`config.mk`:
```
export PLATFORM = sky130hd
export DESIGN_NAME = shift_control_unit
export DESIGN_NICKNAME = d
export VERILOG_FILES = /design/src/rtl/cpu_ctrl_pkg.sv /design/src/rtl/reg_select_decoder.sv /design/src/rtl/shift_control_unit.sv
export SDC_FILE = /design/constraint.sdc
export NUM_CORES = 1
export LEC_CHECK = 0
export ABC_AREA = 1
export CAP_MARGIN = 10
export CORE_MARGIN = 4
export CORE_UTILIZATION = 33
export DETAILED_ROUTE_END_ITERATION = 10
export PLACE_DENSITY_LB_ADDON = 0.08
export SLEW_MARGIN = 20
export SYNTH_ARGS = -nofsm -noshare
export SYNTH_HDL_FRONTEND = slang
export SYNTH_SLANG_ARGS = --single-unit
```
`constraint.sdc`:
```
create_clock -name Clock -period 3.9 [get_ports Clock]
set_clock_uncertainty 0.2 [all_clocks]
set_input_delay 1.17 -clock Clock [delete_from_list [all_inputs] [get_ports Clock]]
set_output_delay 1.17 -clock Clock [all_outputs]
set_load 0.01 [all_outputs]
```
`src/rtl/cpu_ctrl_pkg.sv`:
```
// Shared definitions for the shift-instruction control unit: FSM state
// encoding, supported opcodes, IR field positions and an opcode check.
package cpu_ctrl_pkg;

  localparam int unsigned IR_W      = 32;
  localparam int unsigned OPC_W     = 5;
  localparam int unsigned REG_IDX_W = 4;
  localparam int unsigned STATE_W   = 4;

  // IR field bit positions
  localparam int unsigned OPC_MSB = 31;
  localparam int unsigned OPC_LSB = 27;
  localparam int unsigned RA_MSB  = 26;
  localparam int unsigned RA_LSB  = 23;
  localparam int unsigned RB_MSB  = 22;
  localparam int unsigned RB_LSB  = 19;
  localparam int unsigned RC_MSB  = 18;
  localparam int unsigned RC_LSB  = 15;

  // Supported shift/rotate opcodes
  localparam logic [OPC_W-1:0] OP_SHL  = 5'b00101;
  localparam logic [OPC_W-1:0] OP_SHR  = 5'b00110;
  localparam logic [OPC_W-1:0] OP_SHRA = 5'b00111;
  localparam logic [OPC_W-1:0] OP_ROR  = 5'b01000;
  localparam logic [OPC_W-1:0] OP_ROL  = 5'b01001;

  typedef enum logic [STATE_W-1:0] {
    IDLE  = 4'd0,
    T0    = 4'd1,
    T1    = 4'd2,
    T2    = 4'd3,
    T3    = 4'd4,
    T4    = 4'd5,
    T5    = 4'd6,
    FAULT = 4'd7
  } state_e;

  // True for the opcodes this unit knows how to sequence
  function automatic logic is_shift_op(input logic [OPC_W-1:0] op);
    logic ok;
    case (op)
      OP_SHL, OP_SHR, OP_SHRA, OP_ROR, OP_ROL: ok = 1'b1;
      default:                                 ok = 1'b0;
    endcase
    return ok;
  endfunction

endpackage

```
`src/rtl/reg_select_decoder.sv`:
```
// One-hot general-register select decoder.
// Ports:
//   idx_i  register index
//   en_i   enable; all outputs low when clear
//   sel_o  one-hot select, all-zero for indices at or above NUM_REGS
module reg_select_decoder
  import cpu_ctrl_pkg::*;
#(
  parameter int unsigned NUM_REGS = 16
) (
  input  logic [REG_IDX_W-1:0] idx_i,
  input  logic                 en_i,
  output logic [NUM_REGS-1:0]  sel_o
);

  // Out-of-range indices simply match no output bit
  always_comb begin
    sel_o = '0;
    for (int unsigned i = 0; i < NUM_REGS; i++) begin
      if (en_i && (32'(idx_i) == i)) begin
        sel_o[i] = 1'b1;
      end
    end
  end

endmodule

```
`src/rtl/shift_control_unit.sv`:
```
// Hardwired control FSM sequencing the shift datapath through
// fetch (T0-T2) and a register/register shift or rotate (T3-T5).
// Ports:
//   Clock, Clear         clock; synchronous active-high reset
//   run, stop            level controls from the top level
//   mem_ready            memory read data valid
//   ir                   IR contents fed back from the datapath
//   PCout/Zlowout/MDRout bus-drive selects
//   MARin/PCin/MDRin/IRin/Yin/ZLowIn  register load enables
//   IncPC, Read          ALU increment request, memory read strobe
//   op_code              ALU operation select
//   r_in, r_out          one-hot general-register load / drive
//   instr_done           pulse in T5 of each completed instruction
//   illegal_op           pulse in T3 on an unsupported opcode
//   mem_fault            high while parked in FAULT after a read timeout
//   state_dbg            current state encoding
module shift_control_unit
  import cpu_ctrl_pkg::*;
#(
  parameter int unsigned NUM_REGS     = 16,
  parameter int unsigned MEM_WAIT_MAX = 8
) (
  input  logic                Clock,
  input  logic                Clear,
  input  logic                run,
  input  logic                stop,
  input  logic                mem_ready,
  input  logic [IR_W-1:0]     ir,
  output logic                PCout,
  output logic                Zlowout,
  output logic                MDRout,
  output logic                MARin,
  output logic                PCin,
  output logic                MDRin,
  output logic                IRin,
  output logic                Yin,
  output logic                ZLowIn,
  output logic                IncPC,
  output logic                Read,
  output logic [OPC_W-1:0]    op_code,
  output logic [NUM_REGS-1:0] r_in,
  output logic [NUM_REGS-1:0] r_out,
  output logic                instr_done,
  output logic                illegal_op,
  output logic                mem_fault,
  output logic [STATE_W-1:0]  state_dbg
);

  localparam int unsigned WAIT_W = $clog2(MEM_WAIT_MAX + 1);
  // Counter value at which one more idle T1 cycle exhausts the wait budget
  localparam logic [WAIT_W-1:0] WAIT_LAST = WAIT_W'(MEM_WAIT_MAX - 1);

  state_e              state_q, state_d;
  logic [WAIT_W-1:0]   wait_q, wait_d;

  logic [OPC_W-1:0]     opc;
  logic [REG_IDX_W-1:0] ra, rb, rc;
  logic                 opc_legal;

  logic                 r_in_en;
  logic                 r_out_en;
  logic [REG_IDX_W-1:0] r_out_idx;

  assign opc       = ir[OPC_MSB:OPC_LSB];
  assign ra        = ir[RA_MSB:RA_LSB];
  assign rb        = ir[RB_MSB:RB_LSB];
  assign rc        = ir[RC_MSB:RC_LSB];
  assign opc_legal = is_shift_op(opc);
  assign state_dbg = state_q;

  // Low IR bits carry no meaning for shift instructions
  logic unused_ir_low;
  assign unused_ir_low = ^ir[RC_LSB-1:0];

  // State and wait-counter registers
  always_ff @(posedge Clock) begin
    if (Clear) begin
      state_q <= IDLE;
      wait_q  <= '0;
    end else begin
      state_q <= state_d;
      wait_q  <= wait_d;
    end
  end

  // Next-state and Moore output decode
  always_comb begin
    state_d    = state_q;
    wait_d     = wait_q;
    PCout      = 1'b0;
    Zlowout    = 1'b0;
    MDRout     = 1'b0;
    MARin      = 1'b0;
    PCin       = 1'b0;
    MDRin      = 1'b0;
    IRin       = 1'b0;
    Yin        = 1'b0;
    ZLowIn     = 1'b0;
    IncPC      = 1'b0;
    Read       = 1'b0;
    op_code    = 5'b00000;
    instr_done = 1'b0;
    illegal_op = 1'b0;
    mem_fault  = 1'b0;
    r_in_en    = 1'b0;
    r_out_en   = 1'b0;
    r_out_idx  = rb;

    unique case (state_q)
      IDLE: begin
        if (run) state_d = T0;
      end
      T0: begin
        PCout   = 1'b1;
        MARin   = 1'b1;
        IncPC   = 1'b1;
        ZLowIn  = 1'b1;
        wait_d  = '0;
        state_d = T1;
      end
      T1: begin
        // Re-driving Z onto PC while stalled is harmless: Z is not reloaded
        Zlowout = 1'b1;
        PCin    = 1'b1;
        Read    = 1'b1;
        MDRin   = 1'b1;
        if (mem_ready) begin
          state_d = T2;
        end else if (wait_q == WAIT_LAST) begin
          state_d = FAULT;
        end else begin
          wait_d = wait_q + WAIT_W'(1);
        end
      end
      T2: begin
        MDRout  = 1'b1;
        IRin    = 1'b1;
        state_d = T3;
      end
      T3: begin
        if (opc_legal) begin
          r_out_en = 1'b1;
          Yin      = 1'b1;
          state_d  = T4;
        end else begin
          illegal_op = 1'b1;
          state_d    = run ? T0 : IDLE;
        end
      end
      T4: begin
        r_out_en  = 1'b1;
        r_out_idx = rc;
        op_code   = opc;
        ZLowIn    = 1'b1;
        state_d   = T5;
      end
      T5: begin
        Zlowout    = 1'b1;
        // R0 is not a legal shift destination
        r_in_en    = (ra != '0);
        instr_done = 1'b1;
        state_d    = (run && !stop) ? T0 : IDLE;
      end
      FAULT: begin
        mem_fault = 1'b1;
      end
      default: begin
        state_d = IDLE;
      end
    endcase
  end

  reg_select_decoder #(.NUM_REGS(NUM_REGS)) u_r_in_dec (
    .idx_i (ra),
    .en_i  (r_in_en),
    .sel_o (r_in)
  );

  reg_select_decoder #(.NUM_REGS(NUM_REGS)) u_r_out_dec (
    .idx_i (r_out_idx),
    .en_i  (r_out_en),
    .sel_o (r_out)
  );

endmodule

```
==> results of run 1 <==
registers in the layout, summed over array words and instances (netlist names):
register / count
wait_q: 4
state_dbg: 3
metal layers:
layer	share of wire [%]	up-vias
li1	-	713
met1	46	540
met2	47	41
met3	6.3	3
met4	0.88	0
met5	0	-
cells in the mapped netlist:
cell / instances
a21oi_1: 5
buf_2: 1
buf_4: 7
buf_6: 2
conb_1: 1
dfxtp_1: 7
ha_1: 1
inv_1: 32
inv_2: 1
nand2_1: 34
nand2_2: 5
nand2_4: 3
nand3_1: 15
nand3b_1: 1
nand4_1: 1
nor2_1: 48
nor2_2: 7
nor2_4: 1
nor2_8: 1
nor3_1: 5
o21ai_0: 3
o21ai_1: 1
o21ai_2: 2
xnor2_1: 1
worst min path at each step:
stage               startpoint   endpoint  slack, ns
detailed placement   wait_q[3]  wait_q[3]       0.28
CTS                  wait_q[3]  wait_q[3]       0.29
finish               wait_q[3]  wait_q[3]       0.29
global placement     wait_q[3]  wait_q[3]       0.27
global route         wait_q[3]  wait_q[3]       0.32
floorplan            wait_q[3]  wait_q[3]       0.25
per-stage QoR:
stage / power (mW) / TNS [ns]
floorplan: 0.4522 / 0
global placement: 0.6302 / -6.220
detailed placement: 0.6318 / -6.645
CTS: 0.7129 / 0
global route: 0.7793 / 0
finish: 0.7043 / 0
cell families after synthesis:
| logic type | synth area share, % |
|---|---|
| simple gates | 56.55 |
| buf+inv | 20.53 |
| compound gates | 6.296 |
| flops | 14.11 |
| xor+xnor | 0.8818 |
| fa+ha+maj | 1.259 |
| other cells | 0.3775 |
layout make-up:
class                      instances  share of cell area [%]
sequential                         7                   7.938
inverter                          33                   7.016
timing repair buffer              85                   43.02
tap                               31                   2.197
multi-input combinational        136                   38.34
clock buffer                       4                   1.488
timing repair:
item                       4_1_cts  5_1_grt
setup buffers                    4        0
hold buffers                     0        0
cloned                           0        0
gates resized for setup         79        8
setup endpoints to repair       28        9
pin swaps                       10        1
cell usage in the layout (no fill, tap or decap), types with 2 or more instances in the layout:
cell	n
nand2_2	2
inv_1	30
nand3_1	14
buf_4	9
conb_1	2
dlygate4sd2_1	16
buf_6	2
nor2_2	7
clkdlybuf4s50_1	38
o21ai_2	3
inv_2	3
dfxtp_1	7
buf_2	13
nand2_1	34
nor3_1	5
o21ai_0	3
clkbuf_4	3
nor2_1	48
nand2_4	6
a21oi_1	5
dlymetal6s2s_1	5
power breakdown:
| part | total [mW] | leakage (nW) | internal, mW | switching [mW] |
|---|---|---|---|---|
| clock | 0.0639 | 0.0150 | 0.0389 | 0.0250 |
| sequential | 0.137 | 0.0572 | 0.0902 | 0.0468 |
| combinational | 0.503 | 0.988 | 0.236 | 0.267 |
| total | 0.704 | 1.06 | 0.365 | 0.339 |
critical path: cells and delay by family:
family	cells	cell delay (ns)
buf+inv	2	1.06
simple gates	2	0.25
==> qor.csv, run 1 <==
metric,value,unit
area_delta_synth_final,77.71,%
start_kind,primary input,
final-hold-violation-count,0,
die_width,62.87,um
syn_area,993.5,um2
ios,92,
cts_tree,built,
h-tree-depth,1,
slowest_delay,0.54,ns
die_y,62.87,um
outcome,"finished, final reports clean",
met3_usage,3.417,%
drcViolationCount,0,
pre_cts_slack,-0.3909,ns
fmax,0.2593,GHz
start_util,35.41,%
crit_fanout,4,
p_per_area,399.0,nW/um2
use_met2,26.09,%
final.period_utilization,98.89,%
fin_crit,3.857,ns
synth-seq-cells,7,
postLayoutCellArea,1765,um2
multiInputGateArea,676.9,um2
path_class,primary input to primary output,
use_met1,19.23,%
hold_depth,2,
synth_top_area_cell,nor2_1,
postSynthCellCount,185,
crit_path_end_kind,primary output,
path_clk_slew,0.05,ns
r2r_cells,8,
cts-root-buf,clkbuf_4,
final_cell_count_no_fill,296,
finalMaxSlewViolations,0,
post_synth.cell_area_avg,5.370,um2
clk_path_buf_depth,2,
maxCapViolCount,0,
arrival,2.49,ns
gp_congestion,0.7548,
rows,19,
startpoint,ir[26],
whs,0.2896,ns
grt.busiest_layer,met2,
grt_pass1_vias,1151,
reg2reg_to,state_dbg[2],
post-place-cells,288,
routed_via_density,4.382,
num_vias,1297,
cts_made_buffers,3,
overflow,0,
grt_first_pass_wirelength,5.140,mm
clkSinkCount,7,
synthTopCellsByArea,"nor2_1 18%, dfxtp_1 14%, nand2_1 13%",
reg2reg_slack,2.06,ns
ir_worst_vdd,0.0003100,V
finalSetupViolCount,0,
yosysUniqueCellTypes,24,
post_drt_wl_per_cell,10.32,um
cp_slowest_cell,clkdlybuf4s50_1,
drt_pass1_iterations,4,
grt_max_degree,15,
port-buffer-count,74,
drt_wl_total,3.055,mm
insertion_delay,0.25,ns
yosysTopAreaCellShare,18.14,%
ant_nets,0,
core_area,2805,um2
cp_cell_sequence,clkdlybuf4s50_1 > nand2_1 > nor2_1 > clkdlybuf4s50_1,
p_leak,1.060,nW
worstPathRequired,2.53,ns
fill_cells,314,
layout.nets,304,
hpwlAfterDp,2.566,mm
drt_iter0_drc,60,
rsz0062_at_grt,no,
antenna_found_initial,0,
drive_gt1_share,19.62,%
grt_use_total,15.44,%
fin_util,62.93,%
antenna_cells,0,
synth-warning-count,0,
holdCritPathClass,flop to flop,
r2r_start,state_dbg[1],
ys_seq_area_share,14.11,%
cp-endpoint,r_in[9],
cpMostUsedCell,clkdlybuf4s50_1,
final-seq-area,140.1,um2
placed_area,1749,um2
setup_ws,0.04341,ns
die_area,3952,um2
Power figures use the tool's default switching activity.
==> run 2: changes to the inputs <==
- REMOVE_ABC_BUFFERS: not set -> 1
==> qor.csv, run 2 (synthesis gave the netlist of run 1 again) <==
metric,value,unit
outcome,"finished, final reports clean",
final_common_cell,nor2_1,
area_delta_synth_final,74.18,%
crit_family,buffers and inverters,
maxCapViolCount,0,
h-tree-depth,1,
hold_depth,2,
r2r_start,state_dbg[1],
post_drt_wl_per_cell,10.98,um
drt_wl_total,3.227,mm
holdCritPathClass,flop to flop,
finalSetupViolCount,0,
p_leak,0.9974,nW
final_cell_count_no_fill,294,
grt_first_pass_wirelength,5.575,mm
clk_path_buf_depth,2,
reg2reg_to,state_dbg[2],
die_y,62.87,um
finalMaxSlewViolations,0,
crit_path_end_kind,primary output,
drcViolationCount,0,
port-buffer-count,74,
path_class,primary input to primary output,
ir_worst_vdd,0.0003830,V
postLayoutCellArea,1730,um2
cpMostUsedCell,clkdlybuf4s50_1,
reg2reg_slack,2.11,ns
grt_pass1_vias,1309,
antenna_found_initial,0,
layout.nets,302,
gp_congestion,0.7920,
rsz0062_at_grt,yes,
path_clk_slew,0.06,ns
regMostFlops,wait_q,
drt_iter0_drc,46,
drive_gt1_share,20.91,%
min-delay-start,wait_q[1],
die_area,3952,um2
placed_area,1734,um2
largest_reg_flops,4,
clkSinkCount,7,
rows,19,
r2r_cells,8,
cts-root-buf,clkbuf_4,
antenna_cells,0,
post-place-cells,286,
cts_made_buffers,3,
slowest_delay,0.55,ns
core_area,2805,um2
cts_tree,built,
fin_crit,3.889,ns
insertion_delay,0.26,ns
whs_endpoint,wait_q[1],
final-hold-violation-count,0,
final.period_utilization,99.71,%
cp_cell_sequence,clkdlybuf4s50_1 > nand3_1 > nor2_1 > clkdlybuf4s50_1,
ant_nets,0,
setup_ws,0.01113,ns
start_util,35.41,%
num_vias,1334,
overflow,0,
hpwlAfterDp,2.601,mm
ios,92,
fmax,0.2571,GHz
die_width,62.87,um
grt_use_total,16.88,%
finalPower,0.7111,mW
routed_via_density,4.537,
drt_pass1_iterations,4,
start_kind,primary input,
p_per_area,411.0,nW/um2
layout_common_cells,"47 x nor2_1, 42 x clkdlybuf4s50_1, 33 x nand2_1, 29 x inv_1, 17 x buf_2",
crit_buf_inv,2,
arrival,2.52,ns
crit_fanout,4,
cp_slowest_cell,clkdlybuf4s50_1,
grt_max_degree,15,
worstPathRequired,2.53,ns
pre_cts_slack,-0.3689,ns
[run 2: cell types whose count changed in the layout (fill, tap and decap cells not counted), moves of 2 or more]
cell             before  now
buf_2                13   17
dlygate4sd2_1        16   11
clkdlybuf4s50_1      38   42
buf_4                 9    7
[run 2: worst register-to-register path, cell delays in order (launching register included)]
cell and delay, ns:
dfxtp_1 0.60, inv_1 0.11, nand3_1 0.13, nand3b_1 0.18
nand2_4 0.08, buf_6 0.13, buf_4 0.12, nor2_1 0.09
nor2_1 0.04
[run 2: final cells by class]
class                           count  area, um2
Clock buffer                        3      22.52
Clock inverter                      1      5.005
Fill cell                         297       1075
Inverter                           33      123.9
Multi-Input combinational cell    136      673.1
Sequential cell                     7      140.1
Tap cell                           31      38.79
Timing Repair Buffer               83      726.9
[run 2: worst max path at each step]
| stage | from | endpoint | slack (ns) | cells after the start |
|---|---|---|---|---|
| after floorplan | ir[29] | r_out[0] | 0.63 | 8 |
| after global placement | ir[29] | r_out[1] | -0.35 | 10 |
| after detailed placement | ir[29] | r_out[14] | -0.37 | 10 |
| after CTS | ir[28] | r_out[14] | 0.006 | 11 |
| after global routing | ir[23] | r_in[15] | -0.06 | 4 |
| final | ir[23] | r_in[3] | 0.01 | 4 |
[run 2: where the power goes]
group / total (mW) / internal [mW] / switching, mW / leakage (nW)
clock: 0.0684 / 0.0377 / 0.0307 / 0.0177
combinational: 0.506 / 0.236 / 0.270 / 0.922
sequential: 0.137 / 0.0900 / 0.0467 / 0.0572
total: 0.711 / 0.364 / 0.347 / 0.997
[run 2: routing by layer]
metal	up-vias	part of all wire (%)	track usage [%]
met4	0	0.19	1.653
met5	-	0	0
met2	63	44	27.93
met1	566	43	19.07
li1	703	-	-
met3	2	12	10.25
[run 2: timing repair]
item	in CTS	in global routing
pin swaps	5	3
endpoints found under the setup margin	27	23
buffers inserted	4	0
hold buffers	0	0
resized for setup	83	10
[run 2: per-stage QoR]
step           setup TNS [ns]  utilization, %  hold WS [ns]
2_1_floorplan               0               -        0.2515
3_3_place_gp           -5.839           61.82        0.2843
3_5_place_dp           -6.227           61.82        0.2985
4_1_cts                     0           60.75        0.3063
5_1_grt               -0.2444           61.69        0.3494
6_report                    0           61.69        0.3087
